<file path="config.mk">
export PLATFORM = sky130hd
export DESIGN_NAME = wb_interconnect_nslave
export DESIGN_NICKNAME = d
export VERILOG_FILES = /design/src/rtl/wb_ic_pkg.sv /design/src/rtl/wb_addr_decoder.sv /design/src/rtl/wb_interconnect_nslave.sv
export SDC_FILE = /design/constraint.sdc
export NUM_CORES = 1
export LEC_CHECK = 0
export ABC_AREA = 0
export CORE_AREA = 2 2 97 99
export CTS_BUF_LIST = sky130_fd_sc_hd__clkbuf_4
export DETAILED_ROUTE_END_ITERATION = 10
export DIE_AREA = 0 0 99 101
export PLACE_DENSITY = 0.7
export SYNTH_ARGS = -nofsm -noshare
export SYNTH_HDL_FRONTEND = slang
export SYNTH_SLANG_ARGS = --single-unit
export TNS_END_PERCENT = 1
</file>
<file path="constraint.sdc">
create_clock -name clk_i -period 2 [get_ports clk_i]
set_input_delay 0.5 -clock clk_i [delete_from_list [all_inputs] [get_ports clk_i]]
set_output_delay 0.5 -clock clk_i [all_outputs]
set_load 0.02 [all_outputs]
</file>
<file path="src/rtl/wb_ic_pkg.sv">
// rtl/wb_ic_pkg.sv - shared types, default address map and helpers for the Wishbone interconnect
package wb_ic_pkg;

    typedef enum logic [1:0] {
        IC_IDLE   = 2'd0,
        IC_ACTIVE = 2'd1,
        IC_DECERR = 2'd2
    } ic_state_t;

    localparam logic [63:0] IC_DEFAULT_BASE = {32'h0100_0000, 32'h0010_0000};
    localparam logic [63:0] IC_DEFAULT_MASK = {32'hFFFF_0000, 32'hFFFF_0000};

    // A single-slave map still needs a one-bit index.
    function automatic int ic_idx_width(input int n);
        return (n > 1) ? $clog2(n) : 1;
    endfunction

endpackage

</file>
<file path="src/rtl/wb_addr_decoder.sv">
// rtl/wb_addr_decoder.sv - combinational base/mask slave decoder, lowest matching index wins
module wb_addr_decoder
    import wb_ic_pkg::*;
#(
    parameter int                                    AW         = 32,
    parameter int                                    NUM_SLAVES = 2,
    parameter logic [NUM_SLAVES*AW-1:0]              SLAVE_BASE = IC_DEFAULT_BASE,
    parameter logic [NUM_SLAVES*AW-1:0]              SLAVE_MASK = IC_DEFAULT_MASK,
    parameter int                                    IW         = ic_idx_width(NUM_SLAVES)
) (
    input  logic [AW-1:0] adr,
    output logic          hit,
    output logic [IW-1:0] idx
);

    // Scan from the top down so the lowest matching entry is the last one written.
    always_comb begin
        hit = 1'b0;
        idx = '0;
        for (int i = NUM_SLAVES - 1; i >= 0; i--) begin
            if ((adr & SLAVE_MASK[i*AW +: AW]) == SLAVE_BASE[i*AW +: AW]) begin
                hit = 1'b1;
                idx = IW'(i);
            end
        end
    end

endmodule

</file>
<file path="src/rtl/wb_interconnect_nslave.sv">
// rtl/wb_interconnect_nslave.sv - registered 1-master / N-slave Wishbone classic interconnect with decode error and watchdog
module wb_interconnect_nslave
    import wb_ic_pkg::*;
#(
    parameter int                                                   WISHBONE_ADDR_WIDTH = 32,
    parameter int                                                   WISHBONE_BUS_WIDTH  = 32,
    parameter int                                                   NUM_SLAVES          = 2,
    parameter logic [NUM_SLAVES*WISHBONE_ADDR_WIDTH-1:0]            SLAVE_BASE          = IC_DEFAULT_BASE,
    parameter logic [NUM_SLAVES*WISHBONE_ADDR_WIDTH-1:0]            SLAVE_MASK          = IC_DEFAULT_MASK,
    parameter int                                                   TIMEOUT_CYCLES      = 255
) (
    input  logic                                         clk_i,
    input  logic                                         rst_i,
    input  logic                                         wbm_cyc,
    input  logic                                         wbm_stb,
    input  logic [WISHBONE_ADDR_WIDTH-1:0]               wbm_adr,
    input  logic                                         wbm_we,
    input  logic [WISHBONE_BUS_WIDTH-1:0]                wbm_dat_o,
    input  logic [WISHBONE_BUS_WIDTH/8-1:0]              wbm_sel,
    output logic [WISHBONE_BUS_WIDTH-1:0]                wbm_dat_i,
    output logic                                         wbm_ack,
    output logic                                         wbm_err,
    output logic [WISHBONE_ADDR_WIDTH-1:0]               ic_wbs_adr,
    output logic                                         ic_wbs_we,
    output logic [WISHBONE_BUS_WIDTH-1:0]                ic_wbs_dat_i,
    output logic [WISHBONE_BUS_WIDTH/8-1:0]              ic_wbs_sel,
    output logic [NUM_SLAVES-1:0]                        wbs_cyc,
    output logic [NUM_SLAVES-1:0]                        wbs_stb,
    input  logic [NUM_SLAVES*WISHBONE_BUS_WIDTH-1:0]     wbs_dat_o,
    input  logic [NUM_SLAVES-1:0]                        wbs_ack,
    input  logic [NUM_SLAVES-1:0]                        wbs_err
);

    localparam int AW = WISHBONE_ADDR_WIDTH;
    localparam int DW = WISHBONE_BUS_WIDTH;
    localparam int IW = ic_idx_width(NUM_SLAVES);
    localparam int CW = $clog2(TIMEOUT_CYCLES + 1);
    localparam logic [CW-1:0] TMO_LAST = CW'(TIMEOUT_CYCLES - 1);

    ic_state_t       r_state;
    ic_state_t       w_state_nxt;
    logic [IW-1:0]   r_sel_q;
    logic [IW-1:0]   w_sel_nxt;
    logic [CW-1:0]   r_tmo_cnt;
    logic [CW-1:0]   w_tmo_nxt;
    logic            w_hit;
    logic [IW-1:0]   w_idx;
    logic            w_slv_ack;
    logic            w_slv_err;
    logic [DW-1:0]   w_slv_dat;

    assign ic_wbs_adr   = wbm_adr;
    assign ic_wbs_we    = wbm_we;
    assign ic_wbs_dat_i = wbm_dat_o;
    assign ic_wbs_sel   = wbm_sel;

    wb_addr_decoder #(
        .AW         (AW),
        .NUM_SLAVES (NUM_SLAVES),
        .SLAVE_BASE (SLAVE_BASE),
        .SLAVE_MASK (SLAVE_MASK),
        .IW         (IW)
    ) u_decoder (
        .adr (wbm_adr),
        .hit (w_hit),
        .idx (w_idx)
    );

    assign w_slv_ack = wbs_ack[r_sel_q];
    assign w_slv_err = wbs_err[r_sel_q];
    assign w_slv_dat = wbs_dat_o[r_sel_q*DW +: DW];

    always_ff @(posedge clk_i) begin
        if (rst_i) begin
            r_state   <= IC_IDLE;
            r_sel_q   <= '0;
            r_tmo_cnt <= '0;
        end else begin
            r_state   <= w_state_nxt;
            r_sel_q   <= w_sel_nxt;
            r_tmo_cnt <= w_tmo_nxt;
        end
    end

    always_comb begin
        w_state_nxt = r_state;
        w_sel_nxt   = r_sel_q;
        w_tmo_nxt   = r_tmo_cnt;
        wbm_ack     = 1'b0;
        wbm_err     = 1'b0;
        wbm_dat_i   = '0;
        wbs_cyc     = '0;
        wbs_stb     = '0;

        case (r_state)
            IC_IDLE: begin
                if (wbm_cyc && wbm_stb) begin
                    w_sel_nxt   = w_idx;
                    w_tmo_nxt   = '0;
                    w_state_nxt = w_hit ? IC_ACTIVE : IC_DECERR;
                end
            end

            IC_ACTIVE: begin
                if (!wbm_cyc) begin
                    w_state_nxt = IC_IDLE;
                    w_tmo_nxt   = '0;
                end else if (r_tmo_cnt == TMO_LAST) begin
                    // Watchdog expiry: slave is detached and its late response ignored.
                    wbm_err     = 1'b1;
                    w_state_nxt = IC_IDLE;
                    w_tmo_nxt   = '0;
                end else begin
                    wbs_cyc[r_sel_q] = 1'b1;
                    wbs_stb[r_sel_q] = wbm_stb;
                    if (w_slv_err) begin
                        wbm_err     = 1'b1;
                        w_state_nxt = IC_IDLE;
                        w_tmo_nxt   = '0;
                    end else if (w_slv_ack) begin
                        wbm_ack     = 1'b1;
                        wbm_dat_i   = w_slv_dat;
                        w_state_nxt = IC_IDLE;
                        w_tmo_nxt   = '0;
                    end else begin
                        w_tmo_nxt = r_tmo_cnt + 1'b1;
                    end
                end
            end

            IC_DECERR: begin
                wbm_err     = 1'b1;
                w_state_nxt = IC_IDLE;
            end

            default: begin
                w_state_nxt = IC_IDLE;
                w_tmo_nxt   = '0;
            end
        endcase
    end

endmodule

</file>
* After elaboration in Yosys (flattened, before gate mapping)
Cells that the tools add are included.
Cells by class: add/subtract/negate cells 1, $lt $le $gt $ge 2, equal/unequal tests 7, shift operators 1, muxes and demuxes 42, bitwise gates (word level) 2, reduce and logical (&&, ||, !) cells 6
Operator list (number):
- 32-bit two-way mux | 5
- 64-bit by 7-bit indexed part select with 32-bit output | 1
- 8-bit two-way mux | 5
- 2-bit two-way mux | 12
- 8-bit one-hot mux with 3 select lines | 1
- 16-bit by 5-bit equality test with 1-bit output, second input constant | 1
- 16-bit by 9-bit equality test with 1-bit output, second input constant | 1
- 1-bit two-way mux | 16
- 8-bit by 1-bit adder with 8-bit output, second input constant | 1
- 8-bit equality test, second input constant | 1
- 2-bit AND reduction | 3
- 5-bit inequality test, second input constant | 1
- 2-bit one-hot mux with 2 select lines | 1
- 2-bit AND | 1
- 2-bit by 1-bit equality test with 1-bit output, second input constant | 1
- 2-bit equality test, second input constant | 1
- 1-bit logical AND | 2
- 2-bit zero test | 1
- 1-bit by 2-bit less-than comparator with 1-bit output, second input constant | 1
- 2-bit inequality test, second input constant | 1
- 1-bit one-hot mux with 2 select lines | 1
- 1-bit demux with 1-bit select | 1
- 1-bit >= comparator, second input constant | 1
- 1-bit inverter | 1
Storage, ports and cells: bits in registers 11, output and inout bits 107

* Depth between registers and ports, before layout
Gate-level depths: netlist of run 1.
word-level depth 8, depth in mapped cells 8, depth with buffers taken out 6

* Modules after synthesis
From an unflattened synthesis of run 1, not the netlist that was laid out.
Second synthesis, totals: cell total of the unflattened synthesis 239, area, all modules 1786.7 µm²
By module, submodules not included:
- wb_interconnect_nslave | times used 1, cells an instance 230, area each 1724.2 µm²
- wb_addr_decoder | times used 1, cells an instance 9, area each 62.6 µm²

* Worst setup path after synthesis of run 1
Ideal clock, no wire load.
kind flip-flop to output port, start register r_tmo_cnt[0], end output port wbm_dat_i[10], arrival time 1.775 ns, setup slack -0.275 ns, cell stages (with the launch flop) 9, cell sequence dfxtp_1 -> inv_1 -> ha_1 -> nand3_1 -> o21ai_1 -> or3_1 -> clkbuf_1 -> buf_2 -> nor2_1
Between the ends: word-level cells in the longest chain between the ends 4
RTL lines:
- start, declared | RTL line wb_interconnect_nslave.sv:44 | logic [CW-1:0] r_tmo_cnt;
- start signal, assigned | RTL line wb_interconnect_nslave.sv:81 | r_tmo_cnt <= w_tmo_nxt;
- 8-bit equality test | RTL line wb_interconnect_nslave.sv:108 | end else if (r_tmo_cnt == TMO_LAST) begin
- 32-bit two-way mux | RTL line wb_interconnect_nslave.sv:108
- 32-bit two-way mux | RTL line wb_interconnect_nslave.sv:105 | if (!wbm_cyc) begin
- 32-bit two-way mux | RTL line wb_interconnect_nslave.sv:95 | case (r_state)
- end, declared | RTL line wb_interconnect_nslave.sv:20 | output logic [WISHBONE_BUS_WIDTH-1:0] wbm_dat_i,
No other way between the ends.

* Worst setup path after layout of run 1
start register r_sel_q, end output port wbm_dat_i[0]
Between the ends: word-level cells in the longest chain between the ends 7, elaborated cells on any way between the ends 10, classes of those cells 1 x shift; 9 x mux
RTL lines:
- start, declared | RTL line wb_interconnect_nslave.sv:42 | logic [IW-1:0] r_sel_q;
- start signal, assigned | RTL line wb_interconnect_nslave.sv:80 | r_sel_q <= w_sel_nxt;
- parallel branches: the longest is 3 deep, another holds 64-bit by 7-bit indexed part select with 32-bit output
- 32-bit two-way mux (*) | RTL line wb_interconnect_nslave.sv:116 | if (w_slv_err) begin
- 32-bit two-way mux (*) | RTL line wb_interconnect_nslave.sv:108
- 32-bit two-way mux (*) | RTL line wb_interconnect_nslave.sv:105
- 32-bit two-way mux (*) | RTL line wb_interconnect_nslave.sv:95
Every way passes the cells marked *. The select of a mux whose other input is x is not followed.

==> results.py, run 1 <==
metrics = {
    "outcome": {
        "status": "complete, but fails checks",
        "violations": "negative setup slack",
    },
    "sta": {
        "tightest_slew_ns": 0.552,
        "setup_viol": 38,
        "setup_ws_ns": -0.377,
        "period_share": 1.19,
        "max_freq_ghz": 0.421,
        "clock_skew_ns": 0.000637,
        "rsz0062_at_grt": "true",
        "timing.final.crit_period_ns": 2.38,
        "hold_violations": 0,
        "relSlewSlack": 0.632,
        "maxSlewViolCount": 0,
    },
    "synthesis": {
        "syn_nets": 382,
        "synth_top_family_by_area": "buffers and inverters",
        "synth_cells": 236,
        "yosys.area_share.adder": 0.0352,
        "synth_compound_area_frac": 0.0809,
        "synthMuxAreaShare": 0.205,
        "ys.flop_type": "dfxtp_1",
        "synth_edf_count": 0,
        "yosys_warnings": 0,
        "synth-xor-area-share": 0.00985,
        "synth_seq_cells": 11,
        "syn_avg_cell_area_sq_um": 7.53,
        "syn-cell-area_sq_um": 1780,
        "yosys.area_share.simple": 0.213,
        "ys_types": 37,
        "async_reset_ff_frac": 0,
        "seq_area_frac_synth": 0.124,
    },
    "run": {
        "maxCapViolations": 0,
    },
    "detailed_routing": {
        "routedWlPerCell_um": 14.3,
        "drtIter0Drc": 17,
        "detail_route.first_pass.iterations": 4,
        "drt-total-wl_um": 6480,
        "ant_nets": 0,
        "num_vias": 2022,
        "vias_per_cell": 4.45,
        "drcViolationCount": 0,
    },
    "pwr": {
        "power_w": 0.000719,
        "combinationalPowerShare": 0.463,
        "clock_power_share": 0.232,
        "irDropWorstVdd_uv": 149,
        "swShare": 0.277,
        "p_leak_nw": 1.31,
        "seq_power_share": 0.305,
        "p_per_area_nw_per_um2": 209,
        "p_int_w": 0.000520,
        "power.switching_w": 0.000199,
    },
    "floorplanning": {
        "num_rows": 35,
        "io_pins": 248,
        "dieArea_sq_um": 10000,
        "die_w_um": 99,
        "core_sq_um": 8980,
        "start_util": 0.198,
        "die_h_um": 101,
    },
    "global_route": {
        "globalRouteTotalUtil": 0.117,
        "grt_pass1_vias": 2075,
        "grt-ovfl-total": 0,
        "grt_pass1_wl_um": 9760,
        "grt_max_degree": 35,
        "antenna_found_initial": 0,
    },
    "setup_path": {
        "crit_path_end_kind": "primary output",
        "path_class": "reg -> out",
        "crit_fanout": 8,
        "start_kind": "register",
        "crit_arrival_ns": 1.88,
        "cp.required_ns": 1.50,
    },
    "clock_tree": {
        "cts_buffers": 3,
        "clock_tree.buffer_depth": 2,
        "cts_max_level": 1,
        "path_clk_slew_ns": 0.07,
        "cts_root_buf": "clkbuf_4",
        "clkSinkCount": 11,
        "clock_latency_ns": 0.26,
        "cts_tree": "yes",
    },
    "place": {
        "place_area_sq_um": 3300,
        "dp.final_hpwl_um": 5300,
        "pre_cts_slack_ns": -1.09,
        "io_buffers": 141,
        "gp_congestion": 0.790,
    },
    "layout": {
        "antenna_cells": 0,
        "nets": 490,
        "final_area_sq_um": 3450,
        "post-route-util": 0.384,
        "syn_to_final_growth_pct": 93.8,
        "drive_gt1_frac": 0.391,
    },
    "min_path": {
        "hold_path_class": "reg -> reg",
    },
}
## flip-flops by register name, summed over array words and instances, names as in the netlist
name / count
r_tmo_cnt: 8
r_state: 2
r_sel_q: 1
## critical path, cell delays in order, from the launching register on
cell and delay [ns]:
dfxtp_4 0.38, mux2i_4 0.24, o21ai_2 0.08, or3_4 0.49, buf_12 0.19, nor2_4 0.10
buf_6 0.12
## cells by family after synthesis
family,after synthesis
xor gates and xnor gates,2
AOI/OAI and AO/OA,21
buffers and inverters,85
and+or+nand+nor,78
DFF,11
muxes,34
adders and majority gates,5
## power by group through the flow
stage	logic (W)	registers (W)	clock network, W
after floorplan	0.000270	0.000226	0
after global placement	0.000339	0.000226	0
after detailed placement	0.000344	0.000226	0
after CTS	0.000332	0.000219	0.000172
after global routing	0.000356	0.000220	0.000191
final	0.000333	0.000219	0.000167
## area by class of cell
type                    instances  area [sq um]
inverters                       6          22.5
flip-flops and latches         11           225
fillers                       900          5530
multi-input cells             140          1250
clock buffers                   4          30.0
repair buffers                182          1780
well taps                     111           139
## cells in the mapped netlist, types with 3 or more instances
library cell | n | share of area
buf_2 | 4 | 0.011
nand2_1 | 9 | 0.019
clkbuf_1 | 3 | 0.0063
a31oi_1 | 4 | 0.014
nor4_1 | 4 | 0.014
and2_1 | 3 | 0.011
a21oi_1 | 7 | 0.020
dfxtp_1 | 11 | 0.12
nand3_1 | 9 | 0.025
ha_1 | 5 | 0.035
nor2_1 | 36 | 0.076
buf_4 | 69 | 0.29
or4_1 | 5 | 0.021
inv_1 | 6 | 0.013
mux2i_1 | 32 | 0.18
## path summary, 6_finish.rpt
kind                                   start  slack (ns)            to  cells after the start
worst max-delay path                 r_sel_q       -0.38  wbm_dat_i[0]                      6
worst min-delay path            r_tmo_cnt[7]        0.51  r_tmo_cnt[7]                      2
worst max register to register    r_state[0]        0.09  r_tmo_cnt[3]                      7
worst min register to register  r_tmo_cnt[7]        0.51  r_tmo_cnt[7]                      2
## per-stage QoR
step,cells,hold slack [ns],setup TNS (ns)
detailed placement,448,0.484,-42.16
global placement,448,0.472,-40.76
global route,454,0.528,-16.29
floorplan,236,0.444,-6.84
CTS,452,0.504,-13.10
finish,454,0.509,-12.48
## routing by layer
metal / global-route usage / wire length [um]
met1: 0.129 / 2340
met2: 0.223 / 3360
met3: 0.0284 / 654
met4: 0.0285 / 127
met5: 0 / 0
## what timing repair did
item,in CTS,in global routing
gates resized for setup,214,33
pin swaps,22,6
hold buffers,0,0
endpoints found under the setup margin,60,44
setup buffers,0,0
gates cloned,0,2
## layout by cell type (no fill, tap or decap), types with 5 or more instances in the layout
master            n
mux2i_1          32
nor2_4           31
dlygate4sd2_1    20
nand3_1           8
dfxtp_1           9
buf_4            42
or4_1             5
nand2_1           9
buf_6            29
a21oi_1           7
clkdlybuf4s50_1  81
No activity file was read; power rests on OpenSTA's default activity.
==> run 2, diff against run 1 <==
Settings changed: HOLD_SLACK_MARGIN from default to 0.15.
==> results of run 2 <==
No change in the layout: final DEF, timing and power equal those of run 1.
